--- config.mk ---
export PLATFORM = sky130hd
export DESIGN_NAME = arb8_rr_flat
export DESIGN_NICKNAME = d
export VERILOG_FILES = /design/src/rtl/arb8_pkg.sv /design/src/rtl/arb8_rr_if.sv /design/src/rtl/mux8.sv /design/src/rtl/arb8_rr.sv /design/src/flat_wrapper.sv
export SDC_FILE = /design/constraint.sdc
export NUM_CORES = 1
export LEC_CHECK = 0
export BUFFER_PORTS_ARGS = -buffer_cell sky130_fd_sc_hd__buf_2
export CORE_AREA = 3 3 123 125
export CTS_CLUSTER_SIZE = 25
export DETAILED_ROUTE_END_ITERATION = 16
export DIE_AREA = 0 0 126 128
export PLACE_DENSITY = 0.59
export SLEW_MARGIN = 20
export SYNTH_ARGS = -nofsm -noshare
export SYNTH_HDL_FRONTEND = slang
export SYNTH_SLANG_ARGS = --single-unit
--- constraint.sdc ---
create_clock -name clk -period 4.8 [get_ports clk]
set_input_delay 0.24 -clock clk [delete_from_list [all_inputs] [get_ports clk]]
set_output_delay 0.24 -clock clk [all_outputs]
set_load 0.03 [all_outputs]
--- src/rtl/arb8_pkg.sv ---
// Shared types and helpers for the eight-way round-robin burst arbiter.
//   arb_state_t : sequencer state (IDLE between bursts, BURST while a grant is held)
//   NUM_REQ     : number of requesters
//   SEL_W       : width of a requester index
//   rr_pick     : first valid requester in priority order starting at ptr
package arb8_pkg;

  localparam int unsigned NUM_REQ = 8;
  localparam int unsigned SEL_W   = 3;

  typedef enum logic {
    IDLE,
    BURST
  } arb_state_t;

  typedef struct packed {
    logic             found;
    logic [SEL_W-1:0] idx;
  } pick_t;

  // Scan ptr, ptr+1, ... ptr+7 (mod 8); the 3-bit add provides the wrap.
  function automatic pick_t rr_pick(input logic [NUM_REQ-1:0] valid,
                                    input logic [SEL_W-1:0]   ptr);
    pick_t            p;
    logic [SEL_W-1:0] cand;
    p = '0;
    for (int unsigned k = 0; k < NUM_REQ; k++) begin
      cand = ptr + SEL_W'(k);
      if (!p.found && valid[cand]) begin
        p.found = 1'b1;
        p.idx   = cand;
      end
    end
    return p;
  endfunction

endpackage

--- src/rtl/arb8_rr_if.sv ---
// Handshake bundle between eight producers, the arbiter and one consumer.
//   req_valid/req_last/req_data_0..7 : producer beats      (into arbiter)
//   req_ready                        : per-requester accept (from arbiter)
//   out_valid/out_data/out_last      : registered output    (from arbiter)
//   out_ready                        : consumer accept      (into arbiter)
//   grant_id/busy                    : arbitration status   (from arbiter)
// slave = arbiter side, master = producer/consumer environment side.
interface arb8_rr_if
  import arb8_pkg::*;
#(
  parameter int N = 32
);
  logic [NUM_REQ-1:0] req_valid;
  logic [NUM_REQ-1:0] req_last;
  logic [NUM_REQ-1:0] req_ready;
  logic [N-1:0]       req_data_0;
  logic [N-1:0]       req_data_1;
  logic [N-1:0]       req_data_2;
  logic [N-1:0]       req_data_3;
  logic [N-1:0]       req_data_4;
  logic [N-1:0]       req_data_5;
  logic [N-1:0]       req_data_6;
  logic [N-1:0]       req_data_7;
  logic               out_valid;
  logic [N-1:0]       out_data;
  logic               out_last;
  logic               out_ready;
  logic [SEL_W-1:0]   grant_id;
  logic               busy;

  modport slave (
    input  req_valid, req_last,
    input  req_data_0, req_data_1, req_data_2, req_data_3,
    input  req_data_4, req_data_5, req_data_6, req_data_7,
    input  out_ready,
    output req_ready, out_valid, out_data, out_last, grant_id, busy
  );

  modport master (
    output req_valid, req_last,
    output req_data_0, req_data_1, req_data_2, req_data_3,
    output req_data_4, req_data_5, req_data_6, req_data_7,
    output out_ready,
    input  req_ready, out_valid, out_data, out_last, grant_id, busy
  );

endinterface

--- src/rtl/mux8.sv ---
// Eight-input N-bit multiplexer.
//   d0..d7 : data inputs
//   s      : select
//   y      : selected data
module mux8 #(
  parameter int N = 32
) (
  input  logic [N-1:0] d0,
  input  logic [N-1:0] d1,
  input  logic [N-1:0] d2,
  input  logic [N-1:0] d3,
  input  logic [N-1:0] d4,
  input  logic [N-1:0] d5,
  input  logic [N-1:0] d6,
  input  logic [N-1:0] d7,
  input  logic [2:0]   s,
  output logic [N-1:0] y
);

  always_comb begin
    case (s)
      3'd0:    y = d0;
      3'd1:    y = d1;
      3'd2:    y = d2;
      3'd3:    y = d3;
      3'd4:    y = d4;
      3'd5:    y = d5;
      3'd6:    y = d6;
      default: y = d7;
    endcase
  end

endmodule

--- src/rtl/arb8_rr.sv ---
// Round-robin burst arbiter sharing one registered N-bit output channel among
// eight requesters. A grant is chosen in IDLE and held until the granted
// requester's beat with last=1 is accepted.
//   clk : clock, rising edge
//   rst : asynchronous active-high reset
//   bus : arb8_rr_if slave modport (requests, output channel, grant status)
module arb8_rr
  import arb8_pkg::*;
#(
  parameter int N = 32
) (
  input logic      clk,
  input logic      rst,
  arb8_rr_if.slave bus
);

  arb_state_t         state;
  logic [SEL_W-1:0]   ptr;
  logic               can_load;
  logic               accept;
  logic [NUM_REQ-1:0] onehot;
  logic [N-1:0]       mux_y;
  pick_t              pick;

  mux8 #(.N(N)) u_mux (
    .d0 (bus.req_data_0),
    .d1 (bus.req_data_1),
    .d2 (bus.req_data_2),
    .d3 (bus.req_data_3),
    .d4 (bus.req_data_4),
    .d5 (bus.req_data_5),
    .d6 (bus.req_data_6),
    .d7 (bus.req_data_7),
    .s  (bus.grant_id),
    .y  (mux_y)
  );

  // req_ready depends only on state, grant_id and the output register, so
  // there is no path from req_* through to req_ready or out_*.
  always_comb begin
    can_load      = !bus.out_valid || bus.out_ready;
    onehot        = NUM_REQ'(1) << bus.grant_id;
    bus.req_ready = '0;
    accept        = 1'b0;
    if (state == BURST) begin
      bus.req_ready = onehot & {NUM_REQ{can_load}};
      accept        = bus.req_valid[bus.grant_id] && can_load;
    end
    pick = rr_pick(bus.req_valid, ptr);
  end

  always_ff @(posedge clk or posedge rst) begin
    if (rst) begin
      state        <= IDLE;
      ptr          <= '0;
      bus.grant_id <= '0;
      bus.busy     <= 1'b0;
      bus.out_valid <= 1'b0;
      bus.out_data <= '0;
      bus.out_last <= 1'b0;
    end else begin
      // Output register: load on accept, drain when free and nothing loaded,
      // otherwise hold under backpressure.
      if (can_load) begin
        bus.out_valid <= accept;
        if (accept) begin
          bus.out_data <= mux_y;
          bus.out_last <= bus.req_last[bus.grant_id];
        end
      end

      case (state)
        IDLE: begin
          if (pick.found) begin
            bus.grant_id <= pick.idx;
            bus.busy     <= 1'b1;
            state        <= BURST;
          end
        end
        BURST: begin
          if (accept && bus.req_last[bus.grant_id]) begin
            ptr      <= bus.grant_id + SEL_W'(1);
            bus.busy <= 1'b0;
            state    <= IDLE;
          end
        end
        default: state <= IDLE;
      endcase
    end
  end

endmodule

--- src/flat_wrapper.sv ---
// flat-port wrapper written by rule: the top's interface ports become plain ports
module arb8_rr_flat import arb8_pkg::*;
#(
  parameter int N = 32
)
  (clk, rst, bus_req_valid, bus_req_last, bus_req_data_0, bus_req_data_1, bus_req_data_2, bus_req_data_3, bus_req_data_4, bus_req_data_5, bus_req_data_6, bus_req_data_7, bus_out_ready, bus_req_ready, bus_out_valid, bus_out_data, bus_out_last, bus_grant_id, bus_busy);
  arb8_rr_if #(.N(N)) bus_i ();
  input logic clk;
  input logic rst;
  input wire logic [$bits(bus_i.req_valid)-1:0] bus_req_valid;
  input wire logic [$bits(bus_i.req_last)-1:0] bus_req_last;
  input wire logic [$bits(bus_i.req_data_0)-1:0] bus_req_data_0;
  input wire logic [$bits(bus_i.req_data_1)-1:0] bus_req_data_1;
  input wire logic [$bits(bus_i.req_data_2)-1:0] bus_req_data_2;
  input wire logic [$bits(bus_i.req_data_3)-1:0] bus_req_data_3;
  input wire logic [$bits(bus_i.req_data_4)-1:0] bus_req_data_4;
  input wire logic [$bits(bus_i.req_data_5)-1:0] bus_req_data_5;
  input wire logic [$bits(bus_i.req_data_6)-1:0] bus_req_data_6;
  input wire logic [$bits(bus_i.req_data_7)-1:0] bus_req_data_7;
  input wire logic [$bits(bus_i.out_ready)-1:0] bus_out_ready;
  output wire logic [$bits(bus_i.req_ready)-1:0] bus_req_ready;
  output wire logic [$bits(bus_i.out_valid)-1:0] bus_out_valid;
  output wire logic [$bits(bus_i.out_data)-1:0] bus_out_data;
  output wire logic [$bits(bus_i.out_last)-1:0] bus_out_last;
  output wire logic [$bits(bus_i.grant_id)-1:0] bus_grant_id;
  output wire logic [$bits(bus_i.busy)-1:0] bus_busy;
  assign bus_i.req_valid = bus_req_valid;
  assign bus_i.req_last = bus_req_last;
  assign bus_i.req_data_0 = bus_req_data_0;
  assign bus_i.req_data_1 = bus_req_data_1;
  assign bus_i.req_data_2 = bus_req_data_2;
  assign bus_i.req_data_3 = bus_req_data_3;
  assign bus_i.req_data_4 = bus_req_data_4;
  assign bus_i.req_data_5 = bus_req_data_5;
  assign bus_i.req_data_6 = bus_req_data_6;
  assign bus_i.req_data_7 = bus_req_data_7;
  assign bus_i.out_ready = bus_out_ready;
  assign bus_req_ready = bus_i.req_ready;
  assign bus_out_valid = bus_i.out_valid;
  assign bus_out_data = bus_i.out_data;
  assign bus_out_last = bus_i.out_last;
  assign bus_grant_id = bus_i.grant_id;
  assign bus_busy = bus_i.busy;
  arb8_rr #(.N(N)) u_core (.clk(clk), .rst(rst), .bus(bus_i));
endmodule
==> qor.yml <==
status: "finished clean"
clk_latency_ps: 280
fin_tns_setup_ps: 0
p_leak_nw: 2.90
dieArea_sq_um: 16100
path_clk_slew_ps: 60
path_max_fanout: 13
wl_per_cell_um: 21.4
drt_iter0_markers: 710
cts_hold_buffers: 0
drtPass1Iterations: 8
initial_core_util: 0.286
synth_edf_count: 0
fill_cells: 1432
finalNetCount: 1031
fin_ws_ps: 1500
dpl.cell_count: 921
boundaryPins: 321
cp_top_family: "multiplexers"
grt_pass1_vias: 5317
hp-class: "primary input to asynchronous set/reset pin"
use_met1: 0.302
die_y_um: 128
finalSetupViolCount: 0
drive_gt1_frac: 0.490
pre_cts_ws_ps: 1530
vias: 5400
cap_violations: 0
tightest_slew_ps: 967
wirelength_um: 19900
postCtsSetupBuffers: 0
hold_viol: 0
max_stage_delay_ps: 620
portBuffers: 320
numClockSinks: 42
final_max_slew_viol_count: 0
grt_pass1_wl_um: 29600
met2_usage: 0.403
finalClockSkew_ps: 5.69
dpl.hpwl_um: 15600
drc: 0
gp_congestion: 0.913
final_cell_area_sq_um: 5890
grt_overflow: 0
mostFrequentLayoutCells: "buf_2, a222oi_1, nand2_1, nor2_1, a21oi_1"
vias_per_cell: 5.79
htreeDepth: 2
cp.arrival_ps: 3470
fp-row-count: 43
syn_inst: 463
syn_area_sq_um: 4000
finalCritPeriodShare: 0.688
core_area_sq_um: 14000
rsz0062_at_grt: "false"
area_growth_pct: 47.3
peakVddDrop_uv: 491
post-route-min-period_ps: 3300
yosysWarnings: 0
grt_max_degree: 65
fin_util: 0.421
ys_ff_latch: 42
cts_resized: 0
ff2ff_path_depth: 9
tritoncts: "yes"
cts_buffers: 5
slew_headroom: 0.354
start_kind: "flop"
yosysUniqueCellTypes: 50
die_x_um: 126
postPlaceCellArea_sq_um: 5720
setup.worst_path.class: "flop to flop"
antenna_found_initial: 4
met3_usage: 0.0275
yosysSeqAreaShare: 0.263
ys.flop_type: "dfrtp_1"
seq_area_sq_um: 1050
drtAntennaViolNets: 0
multi_input_area_sq_um: 2730
fin_cells: 933
endpoint_kind: "flop"
cts_buffer_depth: 2
syn_nets: 746
cp.required_ps: 4970
mostFrequentLayoutCell: "buf_2"
crit_slowest_cell: "ha_1"
grtUsageTotal: 0.229
synth_area_per_cell_sq_um: 8.64
clockRootBuffer: "clkbuf_16"
worst-path-buf-inv: 1
busiest_layer: "met2"
path_depth: 9
power_density_nw_per_um2: 736
max_freq_mhz: 303
path_cells: "inv_1, ha_1, mux4_1, mux2_4, nor2_1, or3b_4, o21ai_2, a211oi_1, a311o_1"
synth-async-reset-ratio: 1.00
[sequential cells by signal, summed over array words and instances, names as in the netlist]
register              flops
u_core.bus.busy           1
u_core.bus.grant_id       3
u_core.bus.out_data      32
u_core.bus.out_last       1
u_core.bus.out_valid      1
u_core.ptr                3
u_core.state              1
[per-stage QoR]
stage                     hold slack, ps  total power, W
after floorplan                      441         0.00305
after global placement               465         0.00392
after detailed placement             484         0.00396
after CTS                            222         0.00436
after global routing                 266         0.00471
final                                185         0.00433
[final timing paths]
| kind | slack (ps) | end | from |
|---|---|---|---|
| max in group asynchronous | 3960 | u_core.bus.grant_id[2] | rst |
| max reg2reg | 1500 | u_core.bus.grant_id[0] | u_core.ptr[1] |
| max | 1500 | u_core.bus.grant_id[0] | u_core.ptr[1] |
| min in group clk | 250 | u_core.bus.out_data[24] | bus_req_data_7[24] |
| min | 190 | u_core.bus.out_data[29] | rst |
| min reg2reg | 490 | u_core.bus.out_last | u_core.bus.out_last |
[cell type report]
cell class              count  share of cell area
clock buffers               5              0.0212
clock inverters             3             0.00680
flip-flops and latches     42               0.179
repair buffers            328               0.282
diodes                      4             0.00170
well taps                 180              0.0382
inverters                  12             0.00765
multi-input cells         359               0.464
[layer usage]
layer  routed length (um)  part of all wire
met2                10200              0.51
met3                 1500             0.075
met4                  176            0.0088
met1                 8090              0.41
met5                    0                 0
[cells by family after synthesis]
family / synth area share
flip-flops: 0.263
adder cells (fa/ha/maj): 0.0250
AO/OA/AOI/OAI: 0.370
multiplexers: 0.139
AND/OR/NAND/NOR: 0.134
buffers and inverters: 0.0607
XOR/XNOR: 0.00845
[power breakdown]
group | switching, W | internal, W
registers | 0.000150 | 0.000539
logic | 0.00203 | 0.00123
clock network | 0.000140 | 0.000244
total | 0.00232 | 0.00201
[synth_stat cells, drive strengths merged (4+ instances only)]
library cell / n / area (sq um)
a222oi: 76 / 761
nand2: 50 / 188
nor2: 50 / 188
a21oi: 46 / 230
dfrtp: 42 / 1050
clkbuf: 37 / 139
o21ai: 18 / 93.8
mux4: 15 / 342
buf: 13 / 58.8
mux2i: 13 / 143
inv: 12 / 45.0
a22o: 10 / 87.6
ha: 8 / 100
a21o: 6 / 45.0
a221oi: 6 / 52.6
mux2: 6 / 71.3
a31oi: 5 / 31.3
a211oi: 4 / 30.0
and3: 4 / 25.0
nand3: 4 / 20.0
Power figures use the tool's default switching activity.
